## config.mk

```make
export PLATFORM = sky130hd
export DESIGN_NAME = fpu_mul_seq
export DESIGN_NICKNAME = d
export VERILOG_FILES = /design/src/rtl/fpu_pkg.sv /design/src/rtl/fpu_round.sv /design/src/rtl/fpu_mul_seq.sv
export SDC_FILE = /design/constraint.sdc
export NUM_CORES = 1
export LEC_CHECK = 0
export CAP_MARGIN = 30
export CORE_MARGIN = 2
export CORE_UTILIZATION = 39
export CTS_BUF_LIST = sky130_fd_sc_hd__clkbuf_4 sky130_fd_sc_hd__clkbuf_8
export DETAILED_ROUTE_END_ITERATION = 8
export PLACE_DENSITY = 0.55
export SETUP_SLACK_MARGIN = 0.02
export SYNTH_ARGS = -nofsm -noshare
export SYNTH_HDL_FRONTEND = slang
export SYNTH_SLANG_ARGS = --single-unit
```

## constraint.sdc

```tcl
create_clock -name clk -period 3.29 [get_ports clk]
set_input_delay 0.4935 -clock clk [delete_from_list [all_inputs] [get_ports clk]]
set_output_delay 0.4935 -clock clk [all_outputs]
set_load 0.05 [all_outputs]
```

## src/rtl/fpu_pkg.sv

```systemverilog
// fpu_pkg: shared definitions for the FPU lanes (multiplier, adder, judge).
//   - flag encodings produced by judge (priority NaN > inf > zero)
//   - exponent constants and the canonical NaN pattern
//   - state encoding of the sequential multiplier FSM
package fpu_pkg;

    localparam logic [1:0] FLAG_NORM = 2'b00;  // both operands finite non-zero
    localparam logic [1:0] FLAG_ZERO = 2'b01;  // at least one zero
    localparam logic [1:0] FLAG_INF  = 2'b10;  // at least one infinity
    localparam logic [1:0] FLAG_NAN  = 2'b11;  // at least one NaN

    localparam int BIAS    = 127;
    localparam int EXP_MAX = 255;

    localparam logic [31:0] NAN_CANON_DEF = 32'h7FC0_0000;

    typedef enum logic [2:0] {
        ST_IDLE  = 3'd0,
        ST_MUL   = 3'd1,
        ST_NORM  = 3'd2,
        ST_ROUND = 3'd3,
        ST_DONE  = 3'd4
    } state_t;

endpackage

```

## src/rtl/fpu_round.sv

```systemverilog
// fpu_round: combinational round-to-nearest-even, overflow check and pack.
//   s      : result sign
//   e      : signed exponent of the P[46] weight, already >= 1 after normalisation
//   p      : 48-bit normalised significand product (P[46] = integer bit)
//   result : packed float32
module fpu_round
    import fpu_pkg::*;
(
    input  logic               s,
    input  logic signed [9:0]  e,
    input  logic        [47:0] p,
    output logic        [31:0] result
);

    localparam logic signed [9:0] EXP_LIM = 10'(EXP_MAX);

    logic              guard;
    logic              sticky;
    logic              round_up;
    logic       [24:0] sig_sum;
    logic signed [9:0] e_out;

    always_comb begin
        guard    = p[22];
        sticky   = |p[21:0];
        round_up = guard & (sticky | p[23]);
        sig_sum  = {1'b0, p[46:23]} + {24'd0, round_up};

        // Carry out of the 24-bit significand bumps the exponent; a denormal
        // that rounds into the P[46] weight keeps e (which is 1) and so becomes
        // the smallest normal. Without the integer bit the field is zero.
        if (sig_sum[24]) begin
            e_out = e + 10'sd1;
        end else if (sig_sum[23]) begin
            e_out = e;
        end else begin
            e_out = '0;
        end

        if (e_out >= EXP_LIM) begin
            result = {s, 8'hFF, 23'h0};
        end else if (sig_sum[24]) begin
            result = {s, e_out[7:0], sig_sum[23:1]};
        end else begin
            result = {s, e_out[7:0], sig_sum[22:0]};
        end
    end

endmodule

```

## src/rtl/fpu_mul_seq.sv

```systemverilog
// fpu_mul_seq: sequential float32 multiplier fed by judge.
//   clk, rst        : clock (rising edge), asynchronous active-low reset
//   in_valid/ready  : operand handshake; a, b, flag, hidea, hideb sampled on accept
//   result          : packed product, stable while out_valid is high
//   out_valid/ready : result handshake
//   dbg_state       : current FSM state (fpu_pkg::state_t encoding)
//
// Handshakes: a transfer happens on a rising edge where valid and ready are
// both high. in_ready is high only in IDLE; out_valid is high only in DONE and
// stays high with result unchanged until out_ready is seen. No new operands
// are accepted in the same cycle as the result handshake.
module fpu_mul_seq
    import fpu_pkg::*;
#(
    parameter logic [31:0] NAN_CANON = NAN_CANON_DEF
) (
    input  logic        clk,
    input  logic        rst,
    input  logic        in_valid,
    output logic        in_ready,
    input  logic [31:0] a,
    input  logic [31:0] b,
    input  logic [1:0]  flag,
    input  logic        hidea,
    input  logic        hideb,
    output logic [31:0] result,
    output logic        out_valid,
    input  logic        out_ready,
    output logic [2:0]  dbg_state
);

    localparam logic signed [9:0] BIAS_E = 10'(BIAS);

    state_t             state, state_nx;
    logic               s_q;
    logic signed [9:0]  e_q;
    logic        [47:0] p_q;
    logic        [47:0] mcand_q;
    logic        [23:0] mplier_q;
    logic        [4:0]  cnt_q;
    logic        [31:0] result_q;

    logic               s_in;
    logic        [7:0]  ea_eff, eb_eff;
    logic        [31:0] special_res;
    logic               norm_rshift, norm_lshift;
    logic        [31:0] round_res;

    // Accept-cycle decode: sign, effective exponents and special results.
    always_comb begin
        s_in   = a[31] ^ b[31];
        ea_eff = hidea ? a[30:23] : 8'd1;
        eb_eff = hideb ? b[30:23] : 8'd1;
        case (flag)
            FLAG_NAN: special_res = NAN_CANON;
            FLAG_INF: special_res = ((a[30:0] == 31'd0) || (b[30:0] == 31'd0)) ?
                                    NAN_CANON : {s_in, 8'hFF, 23'h0};
            default:  special_res = {s_in, 31'h0};
        endcase
    end

    // Normalisation decisions: overflow bit or too-small exponent shift right
    // (with sticky), otherwise pull the integer bit up while the exponent allows.
    always_comb begin
        norm_rshift = p_q[47] || (e_q < 10'sd1);
        norm_lshift = !norm_rshift && !p_q[46] && (e_q > 10'sd1);
    end

    fpu_round u_round (
        .s      (s_q),
        .e      (e_q),
        .p      (p_q),
        .result (round_res)
    );

    always_ff @(posedge clk or negedge rst) begin
        if (!rst) begin
            state <= ST_IDLE;
        end else begin
            state <= state_nx;
        end
    end

    always_comb begin
        state_nx  = state;
        in_ready  = 1'b0;
        out_valid = 1'b0;
        case (state)
            ST_IDLE: begin
                in_ready = 1'b1;
                if (in_valid) begin
                    state_nx = (flag == FLAG_NORM) ? ST_MUL : ST_DONE;
                end
            end
            ST_MUL: begin
                if (cnt_q == 5'd23) begin
                    state_nx = ST_NORM;
                end
            end
            ST_NORM: begin
                if (!norm_rshift && !norm_lshift) begin
                    state_nx = ST_ROUND;
                end
            end
            ST_ROUND: begin
                state_nx = ST_DONE;
            end
            ST_DONE: begin
                out_valid = 1'b1;
                if (out_ready) begin
                    state_nx = ST_IDLE;
                end
            end
            default: begin
                state_nx = ST_IDLE;
            end
        endcase
    end

    always_ff @(posedge clk or negedge rst) begin
        if (!rst) begin
            s_q      <= 1'b0;
            e_q      <= '0;
            p_q      <= '0;
            mcand_q  <= '0;
            mplier_q <= '0;
            cnt_q    <= '0;
            result_q <= '0;
        end else begin
            case (state)
                ST_IDLE: begin
                    if (in_valid) begin
                        s_q      <= s_in;
                        e_q      <= $signed({2'b00, ea_eff}) + $signed({2'b00, eb_eff}) - BIAS_E;
                        mcand_q  <= {24'd0, hidea, a[22:0]};
                        mplier_q <= {hideb, b[22:0]};
                        p_q      <= '0;
                        cnt_q    <= '0;
                        if (flag != FLAG_NORM) begin
                            result_q <= special_res;
                        end
                    end
                end
                ST_MUL: begin
                    // Radix-2, multiplier LSB first: multiplicand walks left.
                    if (mplier_q[0]) begin
                        p_q <= p_q + mcand_q;
                    end
                    mcand_q  <= mcand_q << 1;
                    mplier_q <= mplier_q >> 1;
                    cnt_q    <= cnt_q + 5'd1;
                end
                ST_NORM: begin
                    if (norm_rshift) begin
                        p_q <= {1'b0, p_q[47:2], p_q[1] | p_q[0]};
                        e_q <= e_q + 10'sd1;
                    end else if (norm_lshift) begin
                        p_q <= p_q << 1;
                        e_q <= e_q - 10'sd1;
                    end
                end
                ST_ROUND: begin
                    result_q <= round_res;
                end
                default: begin
                end
            endcase
        end
    end

    assign result    = result_q;
    assign dbg_state = state;

endmodule
```

Word-level counts from Yosys, hierarchy flattened
Cells that the tools add are included.
{"block": "word_totals", "register_bits": 171, "input_bits": 72}
{"block": "classes", "add_sub_neg": 7, "order_cmp": 3, "n_reduce_logical": 24, "bitwise": 4, "n_eq_ne": 14, "mux": 34}
{"op": "two-way mux 48 bit", "count": 5}
{"op": "case mux 48 bit (3 select lines)", "count": 1}
{"op": "case mux 32 bit (2 select lines)", "count": 2}
{"op": "two-way mux 32 bit", "count": 3}
{"op": "case mux 48 bit (2 select lines)", "count": 1}
{"op": "logical NOT 31 bit", "count": 2}
{"op": "two-way mux 10 bit", "count": 5}
{"op": "adder 48 bit", "count": 1}
{"op": "case mux 24 bit (2 select lines)", "count": 1}
{"op": "two-way mux 31 bit", "count": 1}
{"op": "adder 24 x 1 -> 25 bit", "count": 1}
{"op": "two-way mux 24 bit", "count": 1}
{"op": "two-way mux 23 bit", "count": 1}
{"op": "OR reduction 22 bit", "count": 1}
{"op": "case mux 10 bit (2 select lines)", "count": 1}
{"op": "two-way mux 8 bit", "count": 2}
{"op": "two-way mux 3 bit", "count": 5}
{"op": "case mux 3 bit (5 select lines)", "count": 1}
{"op": "inequality test 2 bit, second input constant", "count": 6}
{"op": "adder 10 x 2 -> 10 bit, second input constant", "count": 1}
{"op": "greater-or-equal comparator 10 x 9 -> 1 bit, second input constant", "count": 1}
{"op": "> comparator 10 x 2 -> 1 bit, second input constant", "count": 1}
{"op": "< comparator 10 x 2 -> 1 bit, second input constant", "count": 1}
{"op": "case mux 5 bit (2 select lines)", "count": 1}
{"op": "other kinds (25)", "count": 40}

Depth between registers and ports, before layout
Gate-level depths: netlist of run 1.
{"block": "depth", "depth_word": 9, "ltp_mapped": 14}

By module
Synthesis of run 1 repeated with hierarchy kept, for this count alone.
{"block": "hier_totals", "cells_unflattened": 1648, "area_unflattened_um2": 12941.2}
{"module": "fpu_mul_seq", "seq_area_each_um2": 4279.1, "area_per_inst_um2": 11190.7, "instances": 1, "cells_each": 1378}
{"module": "fpu_round", "seq_area_each_um2": 0.0, "area_per_inst_um2": 1750.4, "instances": 1, "cells_each": 270}

Worst setup path before layout of run 1
Ideal clock, no wire load.
{"block": "synth_timing", "path_type": "register -> register", "from": "reg state[1] (netlist: dbg_state[1])", "to": "reg result_q[23] (netlist: result[23])", "stages_incl_launch_ff": 7, "required_time_ns": 3.166, "path_buffers": 2, "slack_ns": -0.039, "t_arrival_ns": 3.205, "period_less_slack_ns": 3.329, "path_cell_list": "dfrtp_1 -> clkbuf_1 -> nor3_1 -> nand2_1 -> o21a_1 -> clkbuf_1 -> a211o_1"}
{"block": "synth_between", "elab_chain_cells": 3, "word_cells_on_any_way": 7, "cone_classes": "eq/ne: 3; mux: 1; reduce/logical: 3"}
{"item": "start, declared", "line_no": "fpu_mul_seq.sv:34", "text": "state_t state, state_nx;"}
{"item": "start signal, assigned", "line_no": "fpu_mul_seq.sv:80", "text": "state <= state_nx;"}
{"item": "== test 3 x 2 -> 1 bit or logical NOT 3 bit (tied branches)", "line_no": "fpu_mul_seq.sv:130", "text": "case (state)"}
{"item": "nonzero test 2 bit (no line) or inequality test 2 bit (tied branches)"}
{"item": "AND reduction 3 bit (no line)"}
{"item": "end signal, assigned", "line_no": "fpu_mul_seq.sv:140", "text": "result_q <= special_res;"}
{"item": "end signal, assigned", "line_no": "fpu_mul_seq.sv:163", "text": "result_q <= round_res;"}
{"item": "end, declared", "line_no": "fpu_mul_seq.sv:41", "text": "logic [31:0] result_q;"}
Several ways; a longest one is shown, not always the timed one.
A chain may end at the register's enable or synchronous reset.

Final worst setup path of run 1
{"block": "layout_timing", "from": "reg p_q[0]", "to": "reg p_q[44]"}
{"block": "layout_between", "elab_chain_cells": 3}
{"item": "start, declared", "line_no": "fpu_mul_seq.sv:37", "text": "logic [47:0] p_q;"}
{"item": "start signal, assigned", "line_no": "fpu_mul_seq.sv:147", "text": "p_q <= p_q + mcand_q;"}
{"item": "start signal, assigned", "line_no": "fpu_mul_seq.sv:155", "text": "p_q <= {1'b0, p_q[47:2], p_q[1] | p_q[0]};"}
{"item": "start signal, assigned", "line_no": "fpu_mul_seq.sv:158", "text": "p_q <= p_q << 1;"}
{"item": "adder 48 bit", "line_no": "fpu_mul_seq.sv:147"}
{"item": "two-way mux 48 bit", "line_no": "fpu_mul_seq.sv:146", "text": "if (mplier_q[0]) begin"}
{"item": "case mux 48 bit (3 select lines)", "line_no": "fpu_mul_seq.sv:130"}
Every way passes these cells. The select of a mux whose other input is x is not followed.

==> results.md, run 1 <==
* Cts bufs inserted at 17
* Die area at 33340 µm²
* Pre-CTS setup slack at -0.1269 ns
* Setup_tns at 0 ns
* H-tree levels at 4
* Routed len/inst at 18.10 µm
* Finished Cell Area at 14480 µm²
* Share of cells above drive strength 1 at 8.149%
* Tmin final at 3.067 ns
* Post-synth EDFFs at 0
* Number of placed instances, taps included at 2038
* Leak at 6.159 nW
* Die X-Extent at 182.6 µm
* Critical Path AT at 3.46 ns
* Primary FF master, synth: dfrtp_1
* Routability Congestion at 0.9303
* Hold_ws at 0.4763 ns
* Area Growth Syn to Fin at 16.35%
* Largest cells by area after synthesis: dfrtp_1 34%, nand2_1 7.2%, a21oi_1 7.1%, ha_1 6.7%, nor2_1 5.0%
* Crit share post-route at 93.22%
* Final Power at 11.33 mW
* Fillers at 3152
* Post-Route Skew at 0.01912 ns
* Root Driver: clkbuf_8
* Worst Path Required at 3.68 ns
* Synth Register Bits at 171
* CP Class: reg -> reg
* Skew-Pair Late Insertion Delay at 0.51 ns
* Longest Clk Path Bufs at 2
* Maximum vdd drop at 0.4379 mV
* Hold violation total from the final report at 0
* Async SR Flop Fraction at 100.0%
* HP Class: reg -> reg
* Iteration-0 DRC count of the detailed router at 757
* Non-Filler Instances at 2071
* CTS tree: done
* Synth area leader: dfrtp_1
* Critical Path Start Type: flip-flop
* Placed Area at 14040 µm²
* Distinct cells, synth at 88
* Max-slew violation count at 0
* Leading cell types in the layout, fill and taps excluded: 237 x nand2_1, 177 x a21oi_1, 170 x dfrtp_1
* Finished Core Util at 45.99%
* Max-slew headroom at 40.34%
* Syn avg cell area at 7.889 µm²
* Vias at 11720
* DRT Pass-1 Iters at 5
* Gr usage total at 23.03%
* Netlist Area Pre-Place at 12440 µm²
* Die H at 182.6 µm
* Post-CTS Setup Repair Bufs at 0
* Crit-path max FO at 4
* Num rows at 65
* Drt total wl at 37.49 mm
* CTS clk-pin slew, worst paths at 0.11 ns
* Commonest non-fill, non-tap cell in the layout: nand2_1
* Gr ovfl total at 0
* Initial antenna violation count at 0
* Max-cap violation count at 0
* # clock sinks at 171
* Drc violations at 0
* Core area at 31470 µm²
* Final setup fails at 0
* Starting density of the core at 39.53%
* Post-DP HPWL at 27.10 mm
* RSZ-0062 raised after global routing: yes
* Largest net degree at the start of global routing at 81
* PwrDens at 782.7 nW/µm²
* Global-route wire length before repair at 61.73 mm
* Vias per cell at 5.659
* Number of routed nets with antenna violations at 0
* Port Buffers at 108
* Fmax achieved at 0.3260 GHz
* Area share of the largest cell type after synthesis at 34.40%
* Fin worst setup slack at 0.2230 ns
* Cell count after synthesis at 1577
* Syn_nets at 1718
* Worst slew pin tran at 0.8949 ns
* Synth Warn # at 0
* CP endpoint kind: flip-flop
* Antenna diodes at 0
* Seq/Total Area, Yosys at 34.40%
* Outcome: finished clean
* Ports at 109
* Number of global-route vias before repair at 11470
* Fin nets at 1797
## logic make-up after synthesis
family | after synthesis | synth area share (%)
AO/OA/AOI/OAI | 466 | 22.91
AND/OR/NAND/NOR | 645 | 24.14
multiplexers | 19 | 1.569
adder cells (fa/ha/maj) | 69 | 7.060
flip-flops | 171 | 34.40
XOR/XNOR | 74 | 5.210
buffers and inverters | 133 | 4.717
## state kept, by name, indices dropped and copies added (netlist names)
name and count:
cnt_q 5, dbg_state 3, e_q 10, mcand_q 48
mplier_q 24, p_q 48, result 32, s_q 1
## where the power goes
| group | total (mW) | leakage, nW | internal (mW) | switching (mW) |
|---|---|---|---|---|
| combinational | 6.26 | 3.79 | 2.36 | 3.91 |
| clock | 1.60 | 0.197 | 0.701 | 0.903 |
| sequential | 3.46 | 2.17 | 2.71 | 0.752 |
## Yosys cell counts (all sizes together) (31+ instances only)
cell type / number
o22ai: 51
xnor2: 36
nor2: 166
nand2: 239
ha: 67
nor3: 31
a21oi: 180
nand3: 68
xor2: 38
buf: 48
o21ai: 119
clkbuf: 59
dfrtp: 171
## area by class of cell
class / instances / area [µm²] / area share [%]
clock inverters: 14 / 162.7 / 1.124
flip-flops and latches: 171 / 4280 / 29.57
well taps: 402 / 503.0 / 3.475
repair buffers: 167 / 1569 / 10.84
inverters: 26 / 97.59 / 0.6742
multi-input cells: 1273 / 7621 / 52.65
clock buffers: 18 / 241.5 / 1.668
## path summary, 6_finish.rpt
| check | startpoint | to | slack (ns) | cells after the start |
|---|---|---|---|---|
| min reg2reg | result[14]$_DFFE_PN0P_ | result[14]$_DFFE_PN0P_ | 0.48 | 2 |
| min in group asynchronous | rst | e_q[3]$_DFFE_PN0P_ | 0.54 | 2 |
| max | p_q[0]$_DFFE_PN0P_ | p_q[44]$_DFFE_PN0P_ | 0.22 | 11 |
| max reg2reg | p_q[0]$_DFFE_PN0P_ | p_q[44]$_DFFE_PN0P_ | 0.22 | 11 |
| max in group asynchronous | rst | e_q[0]$_DFFE_PN0P_ | 1.70 | 3 |
| min | result[14]$_DFFE_PN0P_ | result[14]$_DFFE_PN0P_ | 0.48 | 2 |
## layer usage
| layer | GRT usage, % | part of all wire (%) | routed length, µm | vias up |
|---|---|---|---|---|
| met5 | 0 | 0 | 0 | - |
| met4 | 5.548 | 1.6 | 604 | 0 |
| met2 | 39.16 | 48 | 17940 | 231 |
| met3 | 3.133 | 3.5 | 1310 | 39 |
| li1 | - | - | - | 5813 |
| met1 | 31.02 | 47 | 17630 | 5637 |
## worst max-delay path, cell delays in order (launching register included)
cell and delay [ns]:
dfrtp_1 0.44, ha_1 0.24, fa_1 0.40, a21oi_1 0.25, o211ai_1 0.14, o211ai_1 0.26, a2111oi_2 0.15, o21ai_1 0.27
a21oi_2 0.15, a41oi_1 0.37, xor2_1 0.19, a21oi_1 0.09
## repair_timing
item,in CTS,in global routing
endpoints found under the hold margin,1,0
hold buffers,1,0
resized for setup,0,4
endpoints found under the setup margin,0,5
(Power assumes the default switching activity.)
==> inputs of run 2 (changes only) <==
--- a/config.mk
+++ b/config.mk
@@ -10,8 +10,9 @@
 export CORE_UTILIZATION = 39
 export CTS_BUF_LIST = sky130_fd_sc_hd__clkbuf_4 sky130_fd_sc_hd__clkbuf_8
 export DETAILED_ROUTE_END_ITERATION = 8
-export PLACE_DENSITY = 0.55
+export PLACE_DENSITY = 0.54
 export SETUP_SLACK_MARGIN = 0.02
 export SYNTH_ARGS = -nofsm -noshare
 export SYNTH_HDL_FRONTEND = slang
+export SYNTH_HIERARCHICAL = 1
 export SYNTH_SLANG_ARGS = --single-unit
==> run 2 against run 1 <==
Compared with the run above:
- total power is 6.1% higher
- clock skew is 0.0019 ns higher
- register-to-register slack hardly changed
- largest power group unchanged
- hold slack worse by 0.44 ns
- non-clock buffer count is 32 higher
- sequential cell count stayed put
==> results.md, run 2 <==
* Post-synth EDFFs at 0
* Worst Path Required at 3.70 ns
* Vias at 12490
* Drt total wl at 38.83 mm
* Largest cells by area after synthesis: dfrtp_1 33%, a21oi_1 6.8%, ha_1 6.6%, nand2_1 6.5%, nor2_1 4.8%
* Routed length on met2 at 18.08 mm
* Commonest non-fill, non-tap cell in the layout: nand2_1
* Post-cts hold buffer count at 0
* Final setup fails at 0
* Port Buffers at 108
* CP endpoint kind: flip-flop
* Num rows at 66
* Critical Path Start Type: flip-flop
* Crit share post-route at 93.46%
* Root Driver: clkbuf_8
* Non-Filler Instances at 2220
* Synth area leader: dfrtp_1
* Syn_nets at 1790
* Ports at 109
* CP Launch Point: mcand_q[0]$_DFFE_PN0P_
* Primary FF master, synth: dfrtp_1
* Fin nets at 1907
* Number of placed instances, taps included at 2186
* Outcome: finished clean
* Worst slew pin tran at 0.8130 ns
* Finished Core Util at 46.97%
* Antenna diodes at 0
* Longest Clk Path Bufs at 2
* H-tree levels at 4
* Routed len/inst at 17.49 µm
* DRT Pass-1 Iters at 7
* Maximum vdd drop at 0.4134 mV
* Number of routed nets with antenna violations at 0
* Seq/Total Area, Yosys at 33.07%
* Cell count after synthesis at 1648
* Synth Warn # at 6
* Max-cap violation count at 0
* Die X-Extent at 186.2 µm
* Skew-Pair Late Insertion Delay at 0.49 ns
* Critical Path AT at 3.48 ns
* Wl on met1 at 18.71 mm
* Synth Register Bits at 171
* Placed Area at 14860 µm²
* Most frequent cell after synthesis: nand2_1
* Gr ovfl total at 0
* Max layer used: met5
* Cts bufs inserted at 17
* Finished Cell Area at 15320 µm²
* RSZ-0062 raised after global routing: no
* Post-DP HPWL at 28.77 mm
* CTS tree: done
* Post-Route Skew at 0.02106 ns
* Tmin final at 3.075 ns
* Hold_ws at 0.03262 ns
* Vias per cell at 5.625
* Synth top cells by count: 223 x nand2_1, 175 x a21oi_1, 171 x dfrtp_1
* CTS clk-pin slew, worst paths at 0.10 ns
* Core area at 32620 µm²
* Hold violation total from the final report at 0
* CP Class: reg -> reg
* Met3 routed WL at 1.372 mm
* Iteration-0 DRC count of the detailed router at 724
* Initial antenna violation count at 1
* Routability Congestion at 0.8827
* HP Class: in -> async
* Gr usage total at 23.03%
* Area Growth Syn to Fin at 18.39%
* Share of cells above drive strength 1 at 10.12%
* Distinct cells, synth at 92
* R2r startpoint: mcand_q[0]$_DFFE_PN0P_
* Drc violations at 0
* Fmax achieved at 0.3252 GHz
* Starting density of the core at 39.67%
* Netlist Area Pre-Place at 12940 µm²
* Crit-path max FO at 5
* Largest net degree at the start of global routing at 77
* PwrDens at 784.9 nW/µm²
* Leading cell types in the layout, fill and taps excluded: 221 x nand2_1, 174 x a21oi_1, 171 x dfrtp_1
* Number of global-route vias before repair at 11980
* Die area at 34660 µm²
* Syn avg cell area at 7.853 µm²
* # clock sinks at 171
* Die H at 186.2 µm
* Global-route wire length before repair at 63.43 mm
* Area share of the largest cell type after synthesis at 33.07%
* Max-slew violation count at 0
* Max-slew headroom at 45.80%
* Leak at 6.402 nW
* Async SR Flop Fraction at 100.0%
* Final Power at 12.03 mW
==> run 2: cell families after synthesis <==
kind of cell	count (synthesis)	synth area share, %
muxes	22	1.740
xor gates and xnor gates	65	4.399
adders and majority gates	70	6.884
DFF	171	33.07
buffers and inverters	132	4.438
and+or+nand+nor	686	25.12
AOI/OAI and AO/OA	502	24.36
==> run 2: final timing paths <==
path | end | slack [ns] | cells past startpoint
worst max register to register | p_q[40]$_DFFE_PN0P_ | 0.22 | 11
max in group asynchronous | mcand_q[33]$_DFFE_PN0P_ | 2.39 | 2
min in group clk | result[23]$_DFFE_PN0P_ | 0.48 | 2
worst min register to register | result[23]$_DFFE_PN0P_ | 0.48 | 2
worst min-delay path | p_q[31]$_DFFE_PN0P_ | 0.03 | 1
worst max-delay path | p_q[40]$_DFFE_PN0P_ | 0.22 | 11
==> run 2: worst max-delay path: stages (launching register included) <==
cell and delay (ns):
dfrtp_1 0.41, ha_1 0.22, fa_2 0.37, a21oi_2 0.15, o211ai_1 0.14, a221oi_2 0.36, o211ai_1 0.20, a2111oi_2 0.50
nor2_2 0.14, a21oi_4 0.24, o2111ai_1 0.16, o211ai_1 0.10
==> run 2: per-layer routing <==
layer / track usage (%) / vias to the layer above
li1: - / 6235
met1: 31.72 / 5943
met2: 37.61 / 272
met3: 3.738 / 36
met4: 6.142 / 2
met5: 0 / -
==> run 2: where the power goes <==
group	internal (mW)	total, mW	switching, mW
logic	2.74	7.05	4.31
clock network	0.725	1.62	0.890
registers	2.70	3.36	0.658
total	6.17	12.0	5.85
==> run 2: layout make-up <==
type	count	area [µm²]
Clock buffer	19	255.2
Clock inverter	13	156.4
Sequential cell	171	4279
Tap cell	442	553.0
Timing Repair Buffer	199	1815
Multi-Input combinational cell	1345	8145
Fill cell	3265	17300
Inverter	31	116.4
==> run 2: stage by stage <==
| step | setup slack (ns) | setup TNS (ns) |
|---|---|---|
| 6_report | 0.2152 | 0 |
| 5_1_grt | 0.008584 | 0 |
| 4_1_cts | 0.03998 | 0 |
| 3_5_place_dp | -0.01810 | -0.04844 |
| 3_3_place_gp | 0.006108 | 0 |
| 2_1_floorplan | 0.3981 | 0 |
==> run 2: timing repair <==
item / CTS / global route
pin swaps: 0 / 5
setup buffers: 0 / 2
gates resized for setup: 1 / 9
endpoints found under the setup margin: 3 / 19
